--- src/rtl/apu_dma_arbiter_if.sv ---
// CPU-side and bus-side signals of the 2A03 DMA arbiter.
// master = core/bus/APU side, slave = arbiter.
interface apu_dma_arbiter_if;
    logic        I_cycle;
    logic [15:0] I_cpu_addr;
    logic [7:0]  I_cpu_wr_data;
    logic        I_cpu_rdwr;
    logic [7:0]  I_rd_data;
    logic [15:0] O_addr;
    logic [7:0]  O_wr_data;
    logic        O_rdwr;
    logic        O_ready;
    logic        I_dmc_req;
    logic [15:0] I_dmc_addr;
    logic [7:0]  O_dmc_data;
    logic        O_dmc_ack;

    modport master (
        output I_cycle, I_cpu_addr, I_cpu_wr_data, I_cpu_rdwr, I_rd_data, I_dmc_req, I_dmc_addr,
        input  O_addr, O_wr_data, O_rdwr, O_ready, O_dmc_data, O_dmc_ack
    );

    modport slave (
        input  I_cycle, I_cpu_addr, I_cpu_wr_data, I_cpu_rdwr, I_rd_data, I_dmc_req, I_dmc_addr,
        output O_addr, O_wr_data, O_rdwr, O_ready, O_dmc_data, O_dmc_ack
    );
endinterface

--- src/rtl/apu_dma_arbiter.sv ---
// Steals 6502 bus cycles via RDY for sprite (OAM) DMA and DMC sample fetches.
// All state advances on the end-of-CPU-cycle strobe; bus outputs are combinational.
module apu_dma_arbiter #(
    parameter logic [15:0] OAM_TRIGGER = 16'h4014,
    parameter logic [15:0] OAM_TARGET  = 16'h2004
) (
    input logic               I_clock,
    input logic               I_reset,
    apu_dma_arbiter_if.slave  bus
);
    typedef enum logic [2:0] {StIdle, StHalt, StAlign, StXfer, StDone} state_e;

    state_e      state_q, state_d;
    logic        parity_q, parity_d;  // 0 = GET cycle, 1 = PUT cycle
    logic [7:0]  page_q, page_d;
    logic [7:0]  count_q, count_d;
    logic [7:0]  latch_q, latch_d;
    logic [7:0]  dmc_data_q, dmc_data_d;
    logic        oam_active_q, oam_active_d;
    logic        get_oam_q, get_oam_d;  // previous GET fetched an OAM byte
    logic        dmc_ack_q, dmc_ack_d;
    logic        trigger;

    assign trigger = bus.I_cycle && !bus.I_cpu_rdwr && (bus.I_cpu_addr == OAM_TRIGGER) &&
                     !oam_active_q;

    always_comb begin
        state_d      = state_q;
        parity_d     = parity_q;
        page_d       = page_q;
        count_d      = count_q;
        latch_d      = latch_q;
        dmc_data_d   = dmc_data_q;
        oam_active_d = oam_active_q;
        get_oam_d    = get_oam_q;
        dmc_ack_d    = 1'b0;
        if (bus.I_cycle) begin
            parity_d  = ~parity_q;
            get_oam_d = 1'b0;
            if (trigger) begin
                page_d       = bus.I_cpu_wr_data;
                count_d      = 8'h00;
                oam_active_d = 1'b1;
            end
            unique case (state_q)
                StIdle: begin
                    if (oam_active_q || trigger || bus.I_dmc_req) state_d = StHalt;
                end
                StHalt: begin
                    // A halt on GET leaves the next cycle on PUT, so one align cycle is needed.
                    if (bus.I_cpu_rdwr) state_d = parity_q ? StXfer : StAlign;
                end
                StAlign: state_d = StXfer;
                StXfer: begin
                    if (!parity_q) begin
                        if (bus.I_dmc_req) begin
                            dmc_data_d = bus.I_rd_data;
                            dmc_ack_d  = 1'b1;
                        end else if (oam_active_q) begin
                            latch_d   = bus.I_rd_data;
                            get_oam_d = 1'b1;
                        end else begin
                            state_d = StDone;
                        end
                    end else begin
                        if (get_oam_q) begin
                            count_d = count_q + 8'd1;
                            if (count_q == 8'hFF) oam_active_d = 1'b0;
                        end
                        if (!bus.I_dmc_req && !oam_active_d) state_d = StDone;
                    end
                end
                StDone:  state_d = bus.I_dmc_req ? StHalt : StIdle;
                default: state_d = StIdle;
            endcase
        end
    end

    always_ff @(posedge I_clock) begin
        if (!I_reset) begin
            state_q      <= StIdle;
            parity_q     <= 1'b0;
            page_q       <= 8'h00;
            count_q      <= 8'h00;
            latch_q      <= 8'h00;
            dmc_data_q   <= 8'h00;
            oam_active_q <= 1'b0;
            get_oam_q    <= 1'b0;
            dmc_ack_q    <= 1'b0;
        end else begin
            state_q      <= state_d;
            parity_q     <= parity_d;
            page_q       <= page_d;
            count_q      <= count_d;
            latch_q      <= latch_d;
            dmc_data_q   <= dmc_data_d;
            oam_active_q <= oam_active_d;
            get_oam_q    <= get_oam_d;
            dmc_ack_q    <= dmc_ack_d;
        end
    end

    always_comb begin
        bus.O_addr    = bus.I_cpu_addr;
        bus.O_wr_data = bus.I_cpu_wr_data;
        bus.O_rdwr    = bus.I_cpu_rdwr;
        bus.O_ready   = 1'b1;
        case (state_q)
            StHalt: bus.O_ready = 1'b0;
            StAlign: begin
                bus.O_ready = 1'b0;
                bus.O_rdwr  = 1'b1;
            end
            StXfer: begin
                bus.O_ready = 1'b0;
                if (!parity_q) begin
                    if (bus.I_dmc_req) begin
                        bus.O_addr = bus.I_dmc_addr;
                        bus.O_rdwr = 1'b1;
                    end else if (oam_active_q) begin
                        bus.O_addr = {page_q, count_q};
                        bus.O_rdwr = 1'b1;
                    end
                end else if (get_oam_q) begin
                    bus.O_addr    = OAM_TARGET;
                    bus.O_rdwr    = 1'b0;
                    bus.O_wr_data = latch_q;
                end else begin
                    bus.O_rdwr = 1'b1;
                end
            end
            default: ;
        endcase
    end

    assign bus.O_dmc_data = dmc_data_q;
    assign bus.O_dmc_ack  = dmc_ack_q;
endmodule
--- src/flat_wrapper.sv ---
// flat-port wrapper written by rule: the top's interface ports become plain ports
module apu_dma_arbiter_flat 
#(
    parameter logic [15:0] OAM_TRIGGER = 16'h4014,
    parameter logic [15:0] OAM_TARGET  = 16'h2004
)
  (I_clock, I_reset, bus_I_cycle, bus_I_cpu_addr, bus_I_cpu_wr_data, bus_I_cpu_rdwr, bus_I_rd_data, bus_I_dmc_req, bus_I_dmc_addr, bus_O_addr, bus_O_wr_data, bus_O_rdwr, bus_O_ready, bus_O_dmc_data, bus_O_dmc_ack);
  apu_dma_arbiter_if bus_i ();
  input logic I_clock;
  input logic I_reset;
  input wire logic [$bits(bus_i.I_cycle)-1:0] bus_I_cycle;
  input wire logic [$bits(bus_i.I_cpu_addr)-1:0] bus_I_cpu_addr;
  input wire logic [$bits(bus_i.I_cpu_wr_data)-1:0] bus_I_cpu_wr_data;
  input wire logic [$bits(bus_i.I_cpu_rdwr)-1:0] bus_I_cpu_rdwr;
  input wire logic [$bits(bus_i.I_rd_data)-1:0] bus_I_rd_data;
  input wire logic [$bits(bus_i.I_dmc_req)-1:0] bus_I_dmc_req;
  input wire logic [$bits(bus_i.I_dmc_addr)-1:0] bus_I_dmc_addr;
  output wire logic [$bits(bus_i.O_addr)-1:0] bus_O_addr;
  output wire logic [$bits(bus_i.O_wr_data)-1:0] bus_O_wr_data;
  output wire logic [$bits(bus_i.O_rdwr)-1:0] bus_O_rdwr;
  output wire logic [$bits(bus_i.O_ready)-1:0] bus_O_ready;
  output wire logic [$bits(bus_i.O_dmc_data)-1:0] bus_O_dmc_data;
  output wire logic [$bits(bus_i.O_dmc_ack)-1:0] bus_O_dmc_ack;
  assign bus_i.I_cycle = bus_I_cycle;
  assign bus_i.I_cpu_addr = bus_I_cpu_addr;
  assign bus_i.I_cpu_wr_data = bus_I_cpu_wr_data;
  assign bus_i.I_cpu_rdwr = bus_I_cpu_rdwr;
  assign bus_i.I_rd_data = bus_I_rd_data;
  assign bus_i.I_dmc_req = bus_I_dmc_req;
  assign bus_i.I_dmc_addr = bus_I_dmc_addr;
  assign bus_O_addr = bus_i.O_addr;
  assign bus_O_wr_data = bus_i.O_wr_data;
  assign bus_O_rdwr = bus_i.O_rdwr;
  assign bus_O_ready = bus_i.O_ready;
  assign bus_O_dmc_data = bus_i.O_dmc_data;
  assign bus_O_dmc_ack = bus_i.O_dmc_ack;
  apu_dma_arbiter #(.OAM_TRIGGER(OAM_TRIGGER), .OAM_TARGET(OAM_TARGET)) u_core (.I_clock(I_clock), .I_reset(I_reset), .bus(bus_i));
endmodule
--- config.mk ---
export PLATFORM = sky130hd
export DESIGN_NAME = apu_dma_arbiter_flat
export DESIGN_NICKNAME = d
export VERILOG_FILES = /design/src/rtl/apu_dma_arbiter_if.sv /design/src/rtl/apu_dma_arbiter.sv /design/src/flat_wrapper.sv
export SDC_FILE = /design/constraint.sdc
export NUM_CORES = 1
export LEC_CHECK = 0
export BUFFER_PORTS_ARGS = -buffer_cell sky130_fd_sc_hd__buf_2
export CORE_MARGIN = 4
export CORE_UTILIZATION = 34
export CTS_BUF_LIST = sky130_fd_sc_hd__clkbuf_8
export CTS_CLUSTER_SIZE = 25
export DETAILED_ROUTE_END_ITERATION = 8
export PLACE_DENSITY = 0.69
export SLEW_MARGIN = 20
export SYNTH_ARGS = -nofsm -noshare
export SYNTH_HDL_FRONTEND = slang
export SYNTH_SLANG_ARGS = --single-unit
export TNS_END_PERCENT = 100
--- constraint.sdc ---
create_clock -name I_clock -period 3.73 [get_ports I_clock]
set_input_delay 0.746 -clock I_clock [delete_from_list [all_inputs] [get_ports I_clock]]
set_output_delay 0.746 -clock I_clock [all_outputs]
set_load 0.01 [all_outputs]
==> flow_results.org <==
** Route
- Detailed-route DRC error count :: 0
- In the final routed layout, each cell accounts on average for between 15 and 20 um.
- Total number of vias :: 2,412
- The routed design has ~6700 um of wire.
- In this run the remaining antenna-violating nets after routing total 0.
- For this run, the detailed router's first-pass iteration total came to 5.
- Using the TritonRoute via totals, the vias-per-cell ratio works out to 5.46.
- Number of violations reported at the end of detailed-routing iteration 0 :: ~200

** Placement
- Routability-driven placement finished with a final weighted congestion of 0.881.
- Count of buffers from port buffering :: just under 90
- HPWL reported at the end of detailed placement :: 4950 um
- Once placement completed, the tool counted placed cells totaling 434.
- DP Area :: 2710 um^2

** GRT
- Pin count of the biggest net entering global routing :: 44
- Global-route wire length before repair :: 10,900 um
- Gr ovfl total :: 0
- The number of antenna violations at the first check in global routing was 0.
- For this run, the total global-route usage over all layers was measured as 0.161.
- Number of global-route vias before repair :: 2,268

** Floorplan
- I/O Pins :: 88
- In this run the core area contains 29 standard-cell rows.
- The die is 89.7 um tall.
- Die Width :: between 80 and 90 um
- Initial core utilization :: 0.354
- After floorplanning, the core was sized to cover 6420 um^2.
- Die area :: between 8000 and 9000 um^2

** Cells and area
- Area Overhead vs Synth :: 23.6%
- Antenna cell count :: 0
- Non-filler instance count after layout :: 442
- Share of post-route cells with drive strength above 1 :: 0.282
- Total Nets Final :: 418
- Highest-count cells in the layout ignoring fill and taps :: sky130_fd_sc_hd__buf_2 (87), sky130_fd_sc_hd__nand2_1 (52), sky130_fd_sc_hd__dfxtp_1 (39)
- Finished layout cell area :: 2810 um^2
- Fillers :: 675
- The library cell used most frequently in the layout, excluding fill and tap cells, is sky130_fd_sc_hd__buf_2.

** STA
- Summed negative setup slack over all endpoints :: 0 ns
- Setup repair after global routing missed its margin :: false
- Setup violations remaining at the end of the flow were counted as 0.
- Relative slew slack :: 0.458
- Based on the critical path, the design can be clocked at up to 340 MHz.
- Dividing the final minimum period by the clock period gives 0.788.
- For the final database, setup skew stands at 0.0120 ns.
- The worst path needs 2.94 ns of the cycle, external delays included.
- The number of hold violations in the final report came to 0.
- Worst-Margin Slew :: ~0.81 ns
- The final max-slew violation count was 0.

** Setup path
- The worst register-to-register path begins at u_core.parity_q.
- For the worst setup path, the data required time is roughly 3.0 ns.
- Data on the critical path arrives at its endpoint at 2.19 ns.
- Register-to-Register Path Depth :: 6
- STA classifies the critical path endpoint as a primary output.
- R2R setup slack :: 1.54 ns
- Capturing instance or port of the critical path :: bus_O_addr[11]
- The most critical setup path has its startpoint at bus_I_dmc_req.
- In this run the worst path has a maximum fanout of 14.
- Crit Reg-Reg Endpoint :: u_core.latch_q[1]
- STA classifies the critical path startpoint as an input pin.
- The critical path is of the in2out type.

** Logic synthesis
- Cell type with the highest aggregate area in the netlist :: sky130_fd_sc_hd__dfxtp_1
- Synthesis produced a netlist whose cell count is between 200 and 300.
- The synthesized design contains 39 register bits.
- Total standard cell area after synthesis :: 2270 um^2
- Mean instance size in the synthesized netlist :: 7.80 um^2
- Synth area leaders :: sky130_fd_sc_hd__dfxtp_1 (34%), sky130_fd_sc_hd__nand2_1 (8.6%), sky130_fd_sc_hd__a21boi_0 (6.3%), sky130_fd_sc_hd__a222oi_1 (6.2%), sky130_fd_sc_hd__nand3_1 (5.3%)
- Net count after synthesis :: 345
- Area share of the largest cell type after synthesis :: 0.344
- Most used flip-flop cell after synthesis :: sky130_fd_sc_hd__dfxtp_1
- Number of different library cells in the post-synthesis netlist :: 46
- EDFF count, synth :: 0
- Share of flip-flops with an asynchronous set or reset :: 0
- The share of the Yosys chip area taken by registers is 0.344.
- Number of warnings issued by yosys :: 0

** Min path
- Worst Hold Launch :: u_core.bus.O_dmc_data[7]
- The min-delay analysis places its worst path in the category reg2reg.

** Clock tree
- CTS saw 39 sinks.
- The number of clock buffers added by TritonCTS is 5.
- Once the clock tree was built, the setup fixing pass inserted 0 buffers.
- Register clock-pin slew on the reported worst setup and hold paths :: 0.08 ns
- Skew-Pair Late Insertion Delay :: 0.29 ns
- Hold-fix buffers, CTS :: 0
- TritonCTS built the clock tree.
- Clock root buffer :: sky130_fd_sc_hd__clkbuf_8
- H-tree Lvls :: 2
- Resized Gates After CTS :: 0
- No sink is reached through more buffers than the 2 on the longest clock path.

** Pwr
- Of the total power, registers draw 0.500.
- In this run the power density over the cells is 302 nW/um^2.
- Cell internal power was estimated by the tool at 0.000626 W.
- Part of the total power dissipated in combinational logic :: 0.138
- VDD sags by at most 0.259 mV.
- Summed over all nets, the switching power comes to 0.000221 W.
- Part of the total power dissipated in the clock network :: 0.362
- Of the total power, the share spent switching nets is 0.261.
- Static leakage :: approximately 1.2 nW

** Job
- Across the run, the number of max-cap violations was 0.

** Run status
- Outcome :: finished clean
==> flip-flops by register name, summed over array words and instances (netlist names) <==
register / count
u_core.bus.O_dmc_ack: 1
u_core.bus.O_dmc_data: 8
u_core.count_q: 8
u_core.get_oam_q: 1
u_core.latch_q: 8
u_core.oam_active_q: 1
u_core.page_q: 8
u_core.parity_q: 1
u_core.state_q: 3
==> power by group through the flow <==
stage                     clock network [W]  registers (W)  logic (W)
after floorplan                           0       0.000431  0.0000633
after global routing               0.000335       0.000425   0.000129
after detailed placement                  0       0.000434   0.000117
final                              0.000306       0.000424   0.000117
after CTS                          0.000312       0.000424   0.000117
after global placement                    0       0.000434   0.000116
==> synthesized netlist by cell type (all sizes together) (4+ instances only) <==
master   n
nand2   52
nor3     6
a222oi  14
nand3   24
mux2i    9
dfxtp   39
clkbuf  18
a21oi    6
nor2    11
a21boi  19
and3     6
o21ai    7
a31oi    4
nor2b   17
buf      5
inv     18
==> routing by layer <==
metal  wire length [um]  track usage  up-vias
met5                  0            0        -
met4                110       0.0575        0
met3                407       0.0434       12
met2               3150        0.268       80
met1               3000        0.201     1131
li1                   -            -     1189
==> per-stage QoR <==
stage	hold WS (ns)	total power, W	util	setup slack [ns]
2_1_floorplan	0.444	0.000494	-	1.03
3_3_place_gp	0.453	0.000549	0.422	0.841
3_5_place_dp	0.457	0.000550	0.422	0.808
4_1_cts	0.469	0.000853	0.437	0.827
5_1_grt	0.491	0.000889	0.437	0.532
6_report	0.464	0.000848	0.437	0.792
==> critical path, stage by stage <==
cell and delay [ns]:
sky130_fd_sc_hd__buf_2 0.16, sky130_fd_sc_hd__nor2_1 0.10, sky130_fd_sc_hd__o21ai_0 0.16, sky130_fd_sc_hd__nand2_1 0.33
sky130_fd_sc_hd__a222oi_1 0.46, sky130_fd_sc_hd__inv_1 0.08, sky130_fd_sc_hd__buf_2 0.15
==> kinds of logic (layout without fill, tap and decap cells) <==
kind of cell | count (synthesis) | after routing | share of synthesized area
AOI/OAI and AO/OA | 63 | 63 | 0.212
and+or+nand+nor | 134 | 134 | 0.304
buffers and inverters | 41 | 115 | 0.0777
adders and majority gates | 1 | 1 | 0.00551
muxes | 11 | 11 | 0.0496
DFF | 39 | 39 | 0.344
xor gates and xnor gates | 2 | 2 | 0.00771
==> area by class of cell <==
| type | instances | area, um^2 | area share |
|---|---|---|---|
| multi-input combinational | 211 | 1310 | 0.468 |
| sequential | 39 | 781 | 0.278 |
| timing repair buffer | 89 | 450 | 0.160 |
| tap | 77 | 96.3 | 0.0343 |
| clock buffer | 6 | 82.6 | 0.0294 |
| inverter | 18 | 67.6 | 0.0241 |
| clock inverter | 2 | 16.3 | 0.00579 |
==> worst min path at each step <==
stage / depth (start not counted) / slack [ns] / to
6_report: 2 / 0.46 / u_core.bus.O_dmc_data[7]
5_1_grt: 2 / 0.49 / u_core.bus.O_dmc_data[5]
4_1_cts: 2 / 0.47 / u_core.bus.O_dmc_data[7]
3_5_place_dp: 2 / 0.46 / u_core.bus.O_dmc_data[7]
3_3_place_gp: 2 / 0.45 / u_core.latch_q[4]
2_1_floorplan: 2 / 0.44 / u_core.latch_q[4]
Power figures use the tool's default switching activity.
